`src/rtl/instruction_cache.sv`:
```
// Direct-mapped read-only I-cache; zero-latency hits, block refill on miss.
// Ports: CLK/RESET, CPU side (ADDRESS, READ, INSTRUCTION, BUSYWAIT),
//        memory side (MEM_READ, MEM_ADDRESS, MEM_READDATA, MEM_BUSYWAIT).
module instruction_cache #(
  parameter int INDEX_BITS = 3,
  parameter int TAG_BITS   = 25
) (
  input  logic         CLK,
  input  logic         RESET,
  input  logic [31:0]  ADDRESS,
  input  logic         READ,
  output logic [31:0]  INSTRUCTION,
  output logic         BUSYWAIT,
  output logic         MEM_READ,
  output logic [27:0]  MEM_ADDRESS,
  input  logic [127:0] MEM_READDATA,
  input  logic         MEM_BUSYWAIT
);

  localparam int SETS = 1 << INDEX_BITS;

  typedef enum logic [1:0] {
    S_IDLE   = 2'd0,
    S_MEMRD  = 2'd1,
    S_UPDATE = 2'd2
  } state_e;

  state_e state_q, state_d;
  logic [SETS-1:0] valid_q, valid_d;
  logic [27:0] mem_address_q, mem_address_d;
  logic issued_q, issued_d;

  logic [TAG_BITS-1:0] tag_q [SETS];
  logic [127:0] data_q [SETS];

  logic [TAG_BITS-1:0] addr_tag;
  logic [INDEX_BITS-1:0] addr_idx;
  logic [1:0] offset;
  logic hit;
  logic [INDEX_BITS-1:0] fill_idx;
  logic [TAG_BITS-1:0] fill_tag;
  logic unused_addr;

  assign addr_tag = ADDRESS[31:4+INDEX_BITS];
  assign addr_idx = ADDRESS[3+INDEX_BITS:4];
  assign offset = ADDRESS[3:2];
  assign unused_addr = ^ADDRESS[1:0];

  // Install location always comes from the latched request, so the CPU
  // may move ADDRESS while the fill is in flight.
  assign fill_idx = mem_address_q[INDEX_BITS-1:0];
  assign fill_tag = mem_address_q[27:INDEX_BITS];

  assign hit = valid_q[addr_idx] && (tag_q[addr_idx] == addr_tag);

  always_ff @(posedge CLK or posedge RESET) begin
    if (RESET) begin
      state_q <= S_IDLE;
      valid_q <= '0;
      mem_address_q <= '0;
      issued_q <= 1'b0;
    end else begin
      state_q <= state_d;
      valid_q <= valid_d;
      mem_address_q <= mem_address_d;
      issued_q <= issued_d;
    end
  end

  // Arrays are not reset; valid_q alone decides whether a line counts.
  always_ff @(posedge CLK) begin
    if (state_q == S_UPDATE) begin
      tag_q[fill_idx] <= fill_tag;
      data_q[fill_idx] <= MEM_READDATA;
    end
  end

  always_comb begin
    state_d = state_q;
    valid_d = valid_q;
    mem_address_d = mem_address_q;
    issued_d = issued_q;
    unique case (state_q)
      S_IDLE: begin
        if (READ && !hit) begin
          state_d = S_MEMRD;
          mem_address_d = {addr_tag, addr_idx};
          issued_d = 1'b0;
        end
      end
      // The first edge only marks the request as seen; a low
      // MEM_BUSYWAIT then may still be left over from the last fill.
      S_MEMRD: begin
        issued_d = 1'b1;
        if (issued_q && !MEM_BUSYWAIT) begin
          state_d = S_UPDATE;
        end
      end
      S_UPDATE: begin
        valid_d[fill_idx] = 1'b1;
        issued_d = 1'b0;
        state_d = S_IDLE;
      end
      default: state_d = S_IDLE;
    endcase
  end

  always_comb begin
    MEM_READ = (state_q == S_MEMRD);
    MEM_ADDRESS = mem_address_q;
    BUSYWAIT = (READ && !hit) || (state_q != S_IDLE);
    INSTRUCTION = data_q[addr_idx][{offset, 5'b0} +: 32];
  end

endmodule

```
`config.mk`:
```
export PLATFORM = sky130hd
export DESIGN_NAME = instruction_cache
export DESIGN_NICKNAME = d
export VERILOG_FILES = /design/src/rtl/instruction_cache.sv
export SDC_FILE = /design/constraint.sdc
export NUM_CORES = 1
export LEC_CHECK = 0
export ABC_AREA = 1
export ABC_CLOCK_PERIOD_IN_PS = 11260
export BUFFER_PORTS_ARGS = -buffer_cell sky130_fd_sc_hd__buf_4
export CAP_MARGIN = 20
export CORE_ASPECT_RATIO = 1.25
export CORE_UTILIZATION = 40
export CTS_CLUSTER_DIAMETER = 30
export CTS_CLUSTER_SIZE = 10
export DETAILED_ROUTE_END_ITERATION = 8
export SLEW_MARGIN = 20
export SYNTH_ARGS = -nofsm -noshare
export SYNTH_HDL_FRONTEND = slang
export SYNTH_SLANG_ARGS = --single-unit
```
`constraint.sdc`:
```
create_clock -name CLK -period 11.26 [get_ports CLK]
set_clock_uncertainty 0.2 [all_clocks]
set_input_delay 0.563 -clock CLK [delete_from_list [all_inputs] [get_ports CLK]]
set_output_delay 0.563 -clock CLK [all_outputs]
set_load 0.005 [all_outputs]
```
Yosys cells after proc, flatten, opt, wreduce, memory -nomap -nowiden
Memories as Yosys holds them, arrays and structs flattened.
Cells that the tools add are included.
Word-level totals
  output and inout bits: 62
  memory bits (writable): 1224
  logic and storage cells: 40
  memories kept: 2
  bits in latches: 0
  bits in registers: 39
  ROM bits: 0
Memory list
  data_q: words 8, width 128, rd ports 1, clocked after Yosys merged registers in 0, wr ports 1, RTL line 34  | logic [127:0] data_q [SETS];
  tag_q: words 8, width 25, rd ports 1, clocked after Yosys merged registers in 0, wr ports 1, RTL line 33  | logic [TAG_BITS-1:0] tag_q [SETS];
Operators by class
  div/mod/pow operators: 0
  multiplexer cells: 11
  bitwise gates (word level): 1
  equal/unequal tests: 5
  magnitude comparators: 3
  reductions and logical operators: 13
  multiply operators: 0
  add/sub/neg operators: 0
  shifts and indexed selects: 1
Operators by type and width (count)
  $shiftx A128 B8 Y32: 1
  $eq A25 B25 Y1: 1
  $lt A3 B4 Y1 const B: 2
  $or A8 B8 Y8: 1
  $reduce_and A2 Y1: 3
  $mux W1: 5
  $logic_and A1 B1 Y1: 4
  $mux W2: 2
  $pmux W2 S2: 1
  $bmux W1 S3: 1
  $demux W1 S3: 1
  $ge A3 B1 Y1 const B: 1
  $pmux W1 S3: 1
  $reduce_bool A3 Y1: 1
  $eq A2 B1 Y1 const B: 1
  $eq A2 B2 Y1 const B: 1
  $logic_not A1 Y1: 2
  $logic_not A2 Y1: 1
  $ne A2 B1 Y1 const B: 1
  $ne A2 B2 Y1 const B: 1
  $reduce_bool A2 Y1: 1
  $logic_or A1 B1 Y1: 1

Longest topological paths before layout
  word-level depth: 7
  mapped depth: 19

Least setup slack after synthesis
OpenSTA, ideal clock, no wires.
  path type: register -> register
  start point: register state_q[0]
  end point: register valid_q[3]
  arrival: 7.754 ns
  buffers on the path: 0
  clock period less this slack: 8.060 ns
  slack: 3.200 ns
  required time: 10.954 ns
  cell stages (with the launch flop): 6
  path through: dfrtp_1 > inv_1 > ha_1 > nand2_1 > nor2_1 > or2_2
Between the ends
  word-level cells in the longest chain between the ends: 1
Ends and longest elaborated chain
  start: declaration: RTL line 28  | state_e state_q, state_d;
  start signal: assignment: RTL line 63  | state_q <= state_d;
  $eq A2 B2 Y1: RTL line 83  | unique case (state_q)
  end signal: assignment: RTL line 64  | valid_q <= valid_d;
  end: declaration: RTL line 29  | logic [SETS-1:0] valid_q, valid_d;
Every way passes these cells.
A chain may end at the register's enable or synchronous reset.

Worst setup path in the final report
  start point: input ADDRESS[4]
  end point: output INSTRUCTION[29]
Between the ends
  word-level cells in the longest chain between the ends: 2
Ends and longest elaborated chain
  start: declaration: RTL line 10  | input logic [31:0] ADDRESS,
  $mem_v2 Z8 W128
  $shiftx A128 B8 Y32: RTL line 112  | INSTRUCTION = data_q[addr_idx][{offset, 5'b0} +: 32];
  end: declaration: RTL line 12  | output logic [31:0] INSTRUCTION,
Every way passes these cells.

==> impl_results.md <==
* CTS Root Cell: clkbuf_16
* Worst Hold Path Cells at 2
* Die Y at 396 um
* Hold slack at 0.257 ns
* FF-to-FF Start: state_q[0]$_DFFE_PP0P_
* CP Capture Type: primary output
* Final core utilization at 50.9%
* Postcts setup bufs at 0
* Initial antenna violation count at 23
* Hold crit path type: reg2reg
* Routed vias at 32900
* Worst R2R End: data_q[2][66]$_DFFE_PP_
* Post-synth net total at 3946
* Power Density at 227 mW/mm2
* Min cycle time layout at 5.58 ns
* GR Overflow Total at 0
* R2R depth at 6
* Die area at 0.126 mm2
* Final GP Congestion at 0.765
* CTS sink cnt at 1263
* Unique masters post-synth at 24
* Post-route cell area at 0.0627 mm2
* Cts hold-fix bufs at 157
* DRC at 0
* GRT Resource Usage Total at 21.9%
* Worst-path clk slew at 0.04 ns
* Synthesized flop and latch total at 1263
* Static Leak at 21.8 nW
* Detailed placement HPWL at 69900 um
* Max Freq at 179 MHz
* Crit path max fanout at 198
* Async SR Flop Fraction at 3.09%
* Starting Density at 40.3%
* Placed cells at 5386
* WL/cell at 23.1 um
* Global-route wire length before repair at 204000 um
* # rows at 144
* Top routing layer used: met5
* Clk_lat worst skew at 0.81 ns
* Slew HR at 28.9%
* Number of vias per cell at 5.48
* Max-cap viol count at 0
* # fillers at 10400
* Critical Path Source Type: input pin
* Die Span X at 317 um
* Nets at 4345
* Core ar. at 0.123 mm2
* Antenna Nets Post-Route at 0
* Hold Path End: valid_q[6]$_DFFE_PP0P_
* Setup TNS at 0 ns
* Initial drt markers at 2812
* Met3 wire length at 9480 um
* Final Hold Fails at 0
* Synth Cell Area at 0.0497 mm2
* Peak supply drop at 0.162 mV
* Cells after Synth at 3779
* Final setup vio count at 0
* Syn avg cell area at 13.1 um2
* Drt pass-1 iters at 5
* EDFF count, synth at 1224
* Reg area at 0.0377 mm2
* Routed WL at 139000 um
* Critical path class: in2out
* TritonCTS clock tree: built
* Met2 wire length at 67600 um
* Placement Cell Area at 0.0528 mm2
* Final period util at 49.6%
* Seq/Total Area, Yosys at 76.0%
* Final Max Slew Viols at 0
* Port bufs at 223
* HP Start: valid_q[6]$_DFFE_PP0P_
* Worst path arrival time at 4.82 ns
* CTS Buffer Depth at 3
* Layout cells sized above 1 at 15.4%
* Boundary pin count at 226
* R2r setup slk at 7.26 ns
* RSZ-0062 raised after global routing: false
* Non-filler cells, final at 6008
* TritonCTS Buffers at 239
* CTS resizes at 0
* Pin count of the biggest net entering global routing at 217
* Htree depth at 4
* Vias in the first global route at 32000
* Multi-input gate area at 0.0105 mm2
* Worst EP required at 10.50 ns
* M1 WL at 57800 um
* Synth Warn # at 0
* Primary FF master, synth: edfxtp_1
* Status: finished clean
* Layout overhead on the synthesized area at 26.3%
* Measured slew at the worst slew-check pin at 1.07 ns
==> synth_stat cells, drive strengths merged, types with 15 or more instances <==
| library cell | instances | area, um2 |
|---|---|---|
| dfrtp | 39 | 976 |
| nand3b | 15 | 113 |
| inv | 119 | 447 |
| nor2 | 681 | 2560 |
| clkbuf | 203 | 762 |
| nand3 | 164 | 826 |
| edfxtp | 1224 | 36800 |
| a31oi | 32 | 200 |
| o21ai | 602 | 3010 |
| nand2 | 341 | 1280 |
| a32oi | 32 | 280 |
| o22ai | 68 | 425 |
| o221ai | 188 | 1650 |
| buf | 59 | 312 |
==> how the worst max path moves through the flow <==
stage | start | end | slack, ns | depth (start not counted)
after global routing | ADDRESS[4] | INSTRUCTION[29] | 5.48 | 9
final | ADDRESS[4] | INSTRUCTION[29] | 5.68 | 9
after floorplan | state_q[0]$_DFFE_PP0P_ | valid_q[3]$_DFFE_PP0P_ | 3.20 | 5
after global placement | ADDRESS[4] | INSTRUCTION[29] | 5.76 | 9
after detailed placement | ADDRESS[4] | INSTRUCTION[29] | 5.70 | 9
after CTS | ADDRESS[4] | INSTRUCTION[29] | 5.71 | 9
==> per-layer routing <==
metal / GRT usage, % / vias up
met5: 0 / -
met4: 7.85 / 14
met3: 5.07 / 238
met2: 35.7 / 1181
met1: 28.4 / 16600
li1: - / 14900
==> power by group <==
part / internal [W] / switching [W]
sequential: 0.00567 / 0.000189
clock: 0.00474 / 0.00246
combinational: 0.000353 / 0.000802
==> per-stage QoR <==
step | worst slack, ns | power, W
3_5_place_dp | 5.70 | 0.00706
5_1_grt | 5.48 | 0.0147
6_report | 5.68 | 0.0142
3_3_place_gp | 5.76 | 0.00703
4_1_cts | 5.71 | 0.0143
2_1_floorplan | 3.20 | 0.00652
==> cell usage in the layout, fill, tap and decap left out, drive strengths merged, types with 68 or more instances in the layout <==
master          n
nor2          681
clkinv         97
dlygate4sd3   157
edfxtp       1224
o21ai         602
inv           142
nand3         164
clkbuf        266
nand2         341
buf           263
o221ai        188
o22ai          68
==> sequential cells by signal, indices dropped and copies added, names as in the netlist <==
name and count:
tag_q 200, state_q 2, issued_q 1, valid_q 8
data_q 1024, MEM_ADDRESS 28
==> cell type report <==
cell class	count	share of cell area, %
Sequential cell	1263	60.1
Multi-Input combinational cell	2134	16.7
Clock buffer	266	9.71
Timing Repair Buffer	420	5.86
Clock inverter	188	3.57
Tap cell	1606	3.20
Inverter	120	0.754
Antenna cell	11	0.0439
==> critical path: stages <==
cell,delay (ns)
buf_8,0.26
inv_8,0.81
buf_12,0.67
buf_4,0.72
o21ai_0,0.16
o221ai_1,0.25
nand3_1,0.34
a32oi_1,0.54
buf_4,0.20
==> kinds of logic after synthesis <==
| kind of cell | count (synthesis) | synth area share [%] |
|---|---|---|
| and+or+nand+nor | 1205 | 9.66 |
| buffers and inverters | 382 | 3.07 |
| adders and majority gates | 3 | 0.0756 |
| AOI/OAI and AO/OA | 926 | 11.2 |
| DFF | 1263 | 76.0 |
Power figures use the tool's default switching activity.
